==> src/rtl/larpix_channel_pkg.sv <==
// Shared types for the LArPix channel sequencer.
//   chan_state_t : sequencer FSM states
//   chan_event_t : {timeout, timestamp, adc} event word at the default widths
//   eff_width    : pulse width with 0 promoted to 1
package larpix_channel_pkg;

   localparam int ADCBITS_DEF = 10;
   localparam int TS_BITS_DEF = 24;

   typedef enum logic [2:0] {IDLE, SAMPLE, CONVERT, STORE, RESET} chan_state_t;

   typedef struct packed {
      logic                   timeout;
      logic [TS_BITS_DEF-1:0] ts;
      logic [ADCBITS_DEF-1:0] adc;
   } chan_event_t;

   function automatic logic [7:0] eff_width(input logic [7:0] w);
      return (w == 8'd0) ? 8'd1 : w;
   endfunction

endpackage

==> src/rtl/event_fifo.sv <==
// Synchronous event FIFO with extra-bit pointers for full/empty.
//   push/wdata : write request; ignored when full (even if popping the same cycle)
//   pop        : read request; ignored when empty
//   rdata      : head entry, read straight out of the storage flops
//   full/empty : occupancy flags
module event_fifo #(
   parameter int WIDTH = 35,
   parameter int DEPTH = 4
) (
   input  logic             clk,
   input  logic             reset_n,
   input  logic             push,
   input  logic [WIDTH-1:0] wdata,
   input  logic             pop,
   output logic [WIDTH-1:0] rdata,
   output logic             full,
   output logic             empty
);

   localparam int AW = $clog2(DEPTH);

   logic [AW:0]      wr_ptr_q, wr_ptr_d, rd_ptr_q, rd_ptr_d;
   logic [WIDTH-1:0] mem_q [DEPTH];
   logic             do_push, do_pop;

   assign empty   = (wr_ptr_q == rd_ptr_q);
   assign full    = (wr_ptr_q[AW] != rd_ptr_q[AW]) && (wr_ptr_q[AW-1:0] == rd_ptr_q[AW-1:0]);
   // A push against a full FIFO is dropped even if a pop frees a slot this cycle.
   assign do_push = push & ~full;
   assign do_pop  = pop & ~empty;
   assign rdata   = mem_q[rd_ptr_q[AW-1:0]];

   always_comb begin
      wr_ptr_d = wr_ptr_q + (AW+1)'(do_push);
      rd_ptr_d = rd_ptr_q + (AW+1)'(do_pop);
   end

   always_ff @(posedge clk or negedge reset_n) begin
      if (!reset_n) begin
         wr_ptr_q <= '0;
         rd_ptr_q <= '0;
      end else begin
         wr_ptr_q <= wr_ptr_d;
         rd_ptr_q <= rd_ptr_d;
      end
   end

   always_ff @(posedge clk) begin
      if (do_push) mem_q[wr_ptr_q[AW-1:0]] <= wdata;
   end

endmodule

==> src/rtl/channel_sequencer.sv <==
// Per-channel digital sequencer: hit -> sample -> convert -> store -> CSA reset.
//   clk, reset_n          : clock, async active-low reset
//   enable                : gates discriminator hits (external_trigger bypasses it)
//   external_trigger      : one-cycle forced event, synchronous to clk
//   sample_cycles/reset_cycles : pulse widths, 0 treated as 1
//   hit, done             : async inputs, 2-flop synchronized
//   dout                  : ADC result, stable while done is high
//   sample, csa_reset     : analog front-end controls
//   event_data/valid/ready: event FIFO head, valid/ready drain
//   overflow              : sticky, an event was dropped on a full FIFO
//   busy                  : FSM not in IDLE
module channel_sequencer
   import larpix_channel_pkg::*;
#(
   parameter int ADCBITS        = 10,
   parameter int TS_BITS        = 24,
   parameter int FIFO_DEPTH     = 4,
   parameter int TIMEOUT_CYCLES = 64
) (
   input  logic                       clk,
   input  logic                       reset_n,
   input  logic                       enable,
   input  logic                       external_trigger,
   input  logic [7:0]                 sample_cycles,
   input  logic [7:0]                 reset_cycles,
   input  logic                       hit,
   input  logic                       done,
   input  logic [ADCBITS-1:0]         dout,
   output logic                       sample,
   output logic                       csa_reset,
   output logic [TS_BITS+ADCBITS:0]   event_data,
   output logic                       event_valid,
   input  logic                       event_ready,
   output logic                       overflow,
   output logic                       busy
);

   localparam int                TMO_W    = $clog2(TIMEOUT_CYCLES + 1);
   localparam logic [TMO_W-1:0]  TMO_LAST = TMO_W'(TIMEOUT_CYCLES - 1);

   chan_state_t         state_q, state_d;
   logic [7:0]          cnt_q, cnt_d;
   logic [TMO_W-1:0]    tmo_q, tmo_d;
   logic [TS_BITS-1:0]  ts_q, ts_d, ts_lat_q, ts_lat_d;
   logic [ADCBITS-1:0]  adc_q, adc_d;
   logic                tflag_q, tflag_d;
   logic                overflow_q, overflow_d;
   logic                hit_m_q, hit_s_q, done_m_q, done_s_q;
   logic                fifo_push, fifo_pop, fifo_full, fifo_empty;

   // State register (plus synchronizers and datapath flops)
   always_ff @(posedge clk or negedge reset_n) begin
      if (!reset_n) begin
         state_q    <= RESET;
         cnt_q      <= 8'd1;    // one csa_reset cycle after release
         tmo_q      <= '0;
         ts_q       <= '0;
         ts_lat_q   <= '0;
         adc_q      <= '0;
         tflag_q    <= 1'b0;
         overflow_q <= 1'b0;
         hit_m_q    <= 1'b0;
         hit_s_q    <= 1'b0;
         done_m_q   <= 1'b0;
         done_s_q   <= 1'b0;
      end else begin
         state_q    <= state_d;
         cnt_q      <= cnt_d;
         tmo_q      <= tmo_d;
         ts_q       <= ts_d;
         ts_lat_q   <= ts_lat_d;
         adc_q      <= adc_d;
         tflag_q    <= tflag_d;
         overflow_q <= overflow_d;
         hit_m_q    <= hit;
         hit_s_q    <= hit_m_q;
         done_m_q   <= done;
         done_s_q   <= done_m_q;
      end
   end

   // Next-state
   always_comb begin
      state_d    = state_q;
      cnt_d      = cnt_q;
      tmo_d      = tmo_q;
      ts_d       = ts_q + TS_BITS'(1);
      ts_lat_d   = ts_lat_q;
      adc_d      = adc_q;
      tflag_d    = tflag_q;
      overflow_d = overflow_q | ((state_q == STORE) & fifo_full);
      case (state_q)
         IDLE: begin
            if ((enable & hit_s_q) | external_trigger) begin
               state_d  = SAMPLE;
               ts_lat_d = ts_q;
               cnt_d    = eff_width(sample_cycles);
            end
         end
         SAMPLE: begin
            if (cnt_q == 8'd1) begin
               state_d = CONVERT;
               tmo_d   = '0;
               tflag_d = 1'b0;
            end else begin
               cnt_d = cnt_q - 8'd1;
            end
         end
         CONVERT: begin
            // done wins over a timeout landing in the same cycle
            if (done_s_q) begin
               adc_d   = dout;
               state_d = STORE;
            end else if (tmo_q == TMO_LAST) begin
               adc_d   = '0;
               tflag_d = 1'b1;
               state_d = STORE;
            end else begin
               tmo_d = tmo_q + TMO_W'(1);
            end
         end
         STORE: begin
            state_d = RESET;
            cnt_d   = eff_width(reset_cycles);
         end
         RESET: begin
            if (cnt_q == 8'd1) state_d = IDLE;
            else               cnt_d   = cnt_q - 8'd1;
         end
         default: state_d = RESET;
      endcase
   end

   // Outputs
   always_comb begin
      sample    = (state_q == SAMPLE);
      csa_reset = (state_q == RESET);
      busy      = (state_q != IDLE);
      fifo_push = (state_q == STORE);
      fifo_pop  = ~fifo_empty & event_ready;
   end

   assign event_valid = ~fifo_empty;
   assign overflow    = overflow_q;

   event_fifo #(
      .WIDTH (TS_BITS + ADCBITS + 1),
      .DEPTH (FIFO_DEPTH)
   ) u_fifo (
      .clk     (clk),
      .reset_n (reset_n),
      .push    (fifo_push),
      .wdata   ({tflag_q, ts_lat_q, adc_q}),
      .pop     (fifo_pop),
      .rdata   (event_data),
      .full    (fifo_full),
      .empty   (fifo_empty)
   );

endmodule

==> config.mk <==
export PLATFORM = sky130hd
export DESIGN_NAME = channel_sequencer
export DESIGN_NICKNAME = d
export VERILOG_FILES = /design/src/rtl/larpix_channel_pkg.sv /design/src/rtl/event_fifo.sv /design/src/rtl/channel_sequencer.sv
export SDC_FILE = /design/constraint.sdc
export NUM_CORES = 1
export LEC_CHECK = 0
export BUFFER_PORTS_ARGS = -buffer_cell sky130_fd_sc_hd__buf_4
export CORE_ASPECT_RATIO = 1.25
export CORE_MARGIN = 2
export CORE_UTILIZATION = 45
export CTS_CLUSTER_DIAMETER = 120
export DETAILED_ROUTE_END_ITERATION = 16
export PLACE_DENSITY = 0.69
export SLEW_MARGIN = 20
export SYNTH_ARGS = -nofsm -noshare
export SYNTH_HDL_FRONTEND = slang
export SYNTH_SLANG_ARGS = --single-unit
==> constraint.sdc <==
create_clock -name clk -period 4 [get_ports clk]
set_input_delay 0.4 -clock clk [delete_from_list [all_inputs] [get_ports clk]]
set_output_delay 0.4 -clock clk [all_outputs]
set_load 0.01 [all_outputs]
==> summary.md <==
| Metric | Value |
|---|---|
| Top cells by area, synth | `edfxtp_1 47%, dfrtp_1 24%, mux4_2 8.7%, mux2_2 2.7%, xnor2_1 2.0%` |
| Reg-to-reg startpoint | `state_q[0]` |
| Worst Path Max Fanout | `35` |
| Compound-cell area share of the yosys netlist | `4.92%` |
| Reg2reg end | `u_fifo.mem_q[3][3]` |
| Synth warnings | `0` |
| Pre-CTS setup slack | `1.22 ns` |
| First-pass GRT wire length | `27.4 mm` |
| Io pins | `73` |
| Max cap viols | `0` |
| Initial Util | `46.2%` |
| Via density | `5.47` |
| FF-to-FF setup slack | `1.25 ns` |
| Leading register cell type out of synthesis | `edfxtp_1` |
| Slew headroom | `30.7%` |
| Reg2Reg Depth | `5` |
| Area leader, netlist | `edfxtp_1` |
| Cell count after placement | `854` |
| CTS clk-pin slew, worst paths | `0.06 ns` |
| Antenna Nets Post-Route | `0` |
| WHS | `0.0263 ns` |
| DP HPWL | `10.7 mm` |
| Iter 0 DRT Violations | `354` |
| Synth Area in Adders | `1.11%` |
| # rows | `57` |
| Mux cell area share after synthesis | `12.1%` |
| Total GRT Usage | `between 15 and 20%` |
| Synthesized cell area | `about 9000 um^2` |
| Max rail drop VDD | `~300 uV` |
| Final Non-Filler Cells | `893` |
| CTS tree | `yes` |
| CTS Buf Count | `21` |
| Worst path max stage delay | `between 0.8 and 0.9 ns` |
| Grt total ovfl | `0` |
| Area of the die | `around 21000 um^2` |
| Layout cells sized above 1 | `approximately 30%` |
| DR pass1 iterations | `5` |
| Post-Syn Area per Cell | `17.1 um^2` |
| RSZ-0062 raised after global routing | `false` |
| Clock buffer depth | `3` |
| Critical Path Start Type | `flop` |
| Diodes inserted | `0` |
| Worst Setup Path Type | `flop to flop` |
| XOR/XNOR Fraction of Synth Area | `2.81%` |
| Final net count | `654` |
| Clk Latency, worst-skew pair | `about 0.49 ns` |
| Status | `finished clean` |
| Slew Limit Fails | `0` |
| Wirelength, routed | `16.7 mm` |
| Fin. Hold Viols | `0` |
| Routed len/inst | `about 19 um` |
| Post-synth cell types | `55` |
| Worst-margin pin slew | `1.03 ns` |
| Register area share after synthesis | `71.0%` |
| Combinational family with the most area after synthesis | `multiplexers` |
| Worst setup EP type | `flop` |
| Net Count, Synth | `around 570` |
| # setup viols final | `0` |
| HP Class | `primary input to asynchronous set/reset pin` |
| Largest net degree at the start of global routing | `68` |
| Post-synth top area share | `approximately 47%` |
| Flops & latches, synth | `228` |
| Vias in the first global route | `5248` |
| Cells after synthesis | `527` |
| Die extent in y | `162 um` |
| Fin crit period | `2.75 ns` |
| Setup ws final | `1.25 ns` |
| Post-synth EDFFs | `140` |
| Worst-path cell chain | `nand2b_1 -> nor2_1 -> nand2_1 -> inv_1 -> and3_2` |
| Clk sinks | `roughly 230` |
| Crit-path slowest cell | `and3_2` |
| Period utilization | `just under 70%` |
| Clock root buffer master | `clkbuf_16` |
| Worst clock skew | `roughly 0.017 ns` |
| F_max | `364 MHz` |
| Initial antenna violation count | `0` |
| Crit path arrival time | `2.85 ns` |
| Die Span X | `131 um` |
| Post-CTS setup buffers | `0` |
| Port bufs | `72` |
| Power Density | `618 nW/um^2` |
| CORE AREA | `19500 um^2` |
| P_leak | `4.04 nW` |
| H-tree levels | `1` |
| Vias | `4888` |
| Most frequent cell after synthesis | `edfxtp_1` |
| Area Growth Syn to Fin | `17.3%` |
| Simple-gate share of the synthesized area | `6.53%` |
| Async set-or-reset flop fraction in the synthesized netlist | `between 30% and 40%` |
| Required time worst endpoint | `4.10 ns` |
| Gpl congestion | `0.886` |
| Residual DRC | `0` |
| Top post-synthesis cells by count | `140 x edfxtp_1, 86 x dfrtp_1, 35 x mux4_2, 22 x mux2_2, 21 x xnor2_1` |
| Setup_tns | `0 ns` |
[power by group]
group          internal (mW)  switching (mW)
Sequential              2.71           0.179
Combinational          0.852           0.854
Clock                   1.14           0.810
Total                   4.70            1.84
[worst max-delay path by stage]
stage	startpoint	endpoint	slack (ns)
after floorplan	state_q[2]	u_fifo.mem_q[2][0]	-0.19
after global placement	state_q[0]	u_fifo.mem_q[3][9]	1.25
after detailed placement	state_q[0]	u_fifo.mem_q[3][23]	1.22
after CTS	state_q[0]	u_fifo.mem_q[3][4]	1.21
after global routing	state_q[0]	u_fifo.mem_q[3][4]	0.84
final	state_q[0]	u_fifo.mem_q[3][3]	1.25
[area by class of cell]
class / instances / area [um^2]
Tap cell: 265 / 332
Fill cell: 1582 / 8950
Clock inverter: 10 / 113
Sequential cell: 228 / 6410
Multi-Input combinational cell: 268 / 2490
Clock buffer: 28 / 572
Timing Repair Buffer: 84 / 633
Inverter: 10 / 37.5
[critical path, delay by kind of cell, from the launching register on]
family | cells | cell delay [ns]
and+or+nand+nor | 4 | 1.59
DFF | 1 | 0.66
buffers and inverters | 1 | 0.11
[sequential cells by signal, indices dropped and copies added, names as in the netlist, 3 cells and up]
| register | cells |
|---|---|
| u_fifo.mem_q | 140 |
| ts_lat_q | 24 |
| ts_q | 24 |
| adc_q | 10 |
| cnt_q | 8 |
| tmo_q | 7 |
| state_q | 3 |
| u_fifo.rd_ptr_q | 3 |
| u_fifo.wr_ptr_q | 3 |
[stage by stage]
step	utilization (%)	area, um^2	power, mW
after floorplan	-	9030	4.01
after global placement	50.6	9900	4.64
after detailed placement	50.6	9900	4.67
after CTS	54.2	10600	6.63
after global routing	54.2	10600	6.88
final	54.2	10600	6.55
[layer usage]
metal,track usage [%],vias up,wire [um]
met5,0,-,0
li1,-,2238,-
met2,28.3,121,8660
met3,2.53,31,822
met1,21.9,2498,6850
met4,4.93,0,379
[placed cells by master, fill, tap and decap left out, types with 4 or more instances in the layout]
cell and n:
a21oi_1 10, a221oi_1 4, a22o_1 11, and3_1 5, buf_4 83, clkbuf_1 5
clkbuf_16 21, dfrtp_1 85, edfxtp_1 140, ha_1 8, inv_1 9, mux2_2 22
mux4_2 35, nand2_1 20, nand2b_1 4, nand3_1 16, nand4_1 8, nor2_1 14
nor3_1 14, o21ai_0 5, o22ai_1 9, or3_1 5, xnor2_1 21, xor2_1 8
[repair_timing]
action	in CTS	in global routing
hold endpoints to repair	1	0
hold buffers	1	0
gates resized for setup	0	0
endpoints found under the setup margin	0	0
[cells by family after synthesis]
logic type / count (synthesis)
fa+ha+maj: 8
mux: 62
compound gates: 60
simple gates: 109
buf+inv: 31
flops: 228
xor+xnor: 29
Note: power is estimated with default switching activity, not from simulation.
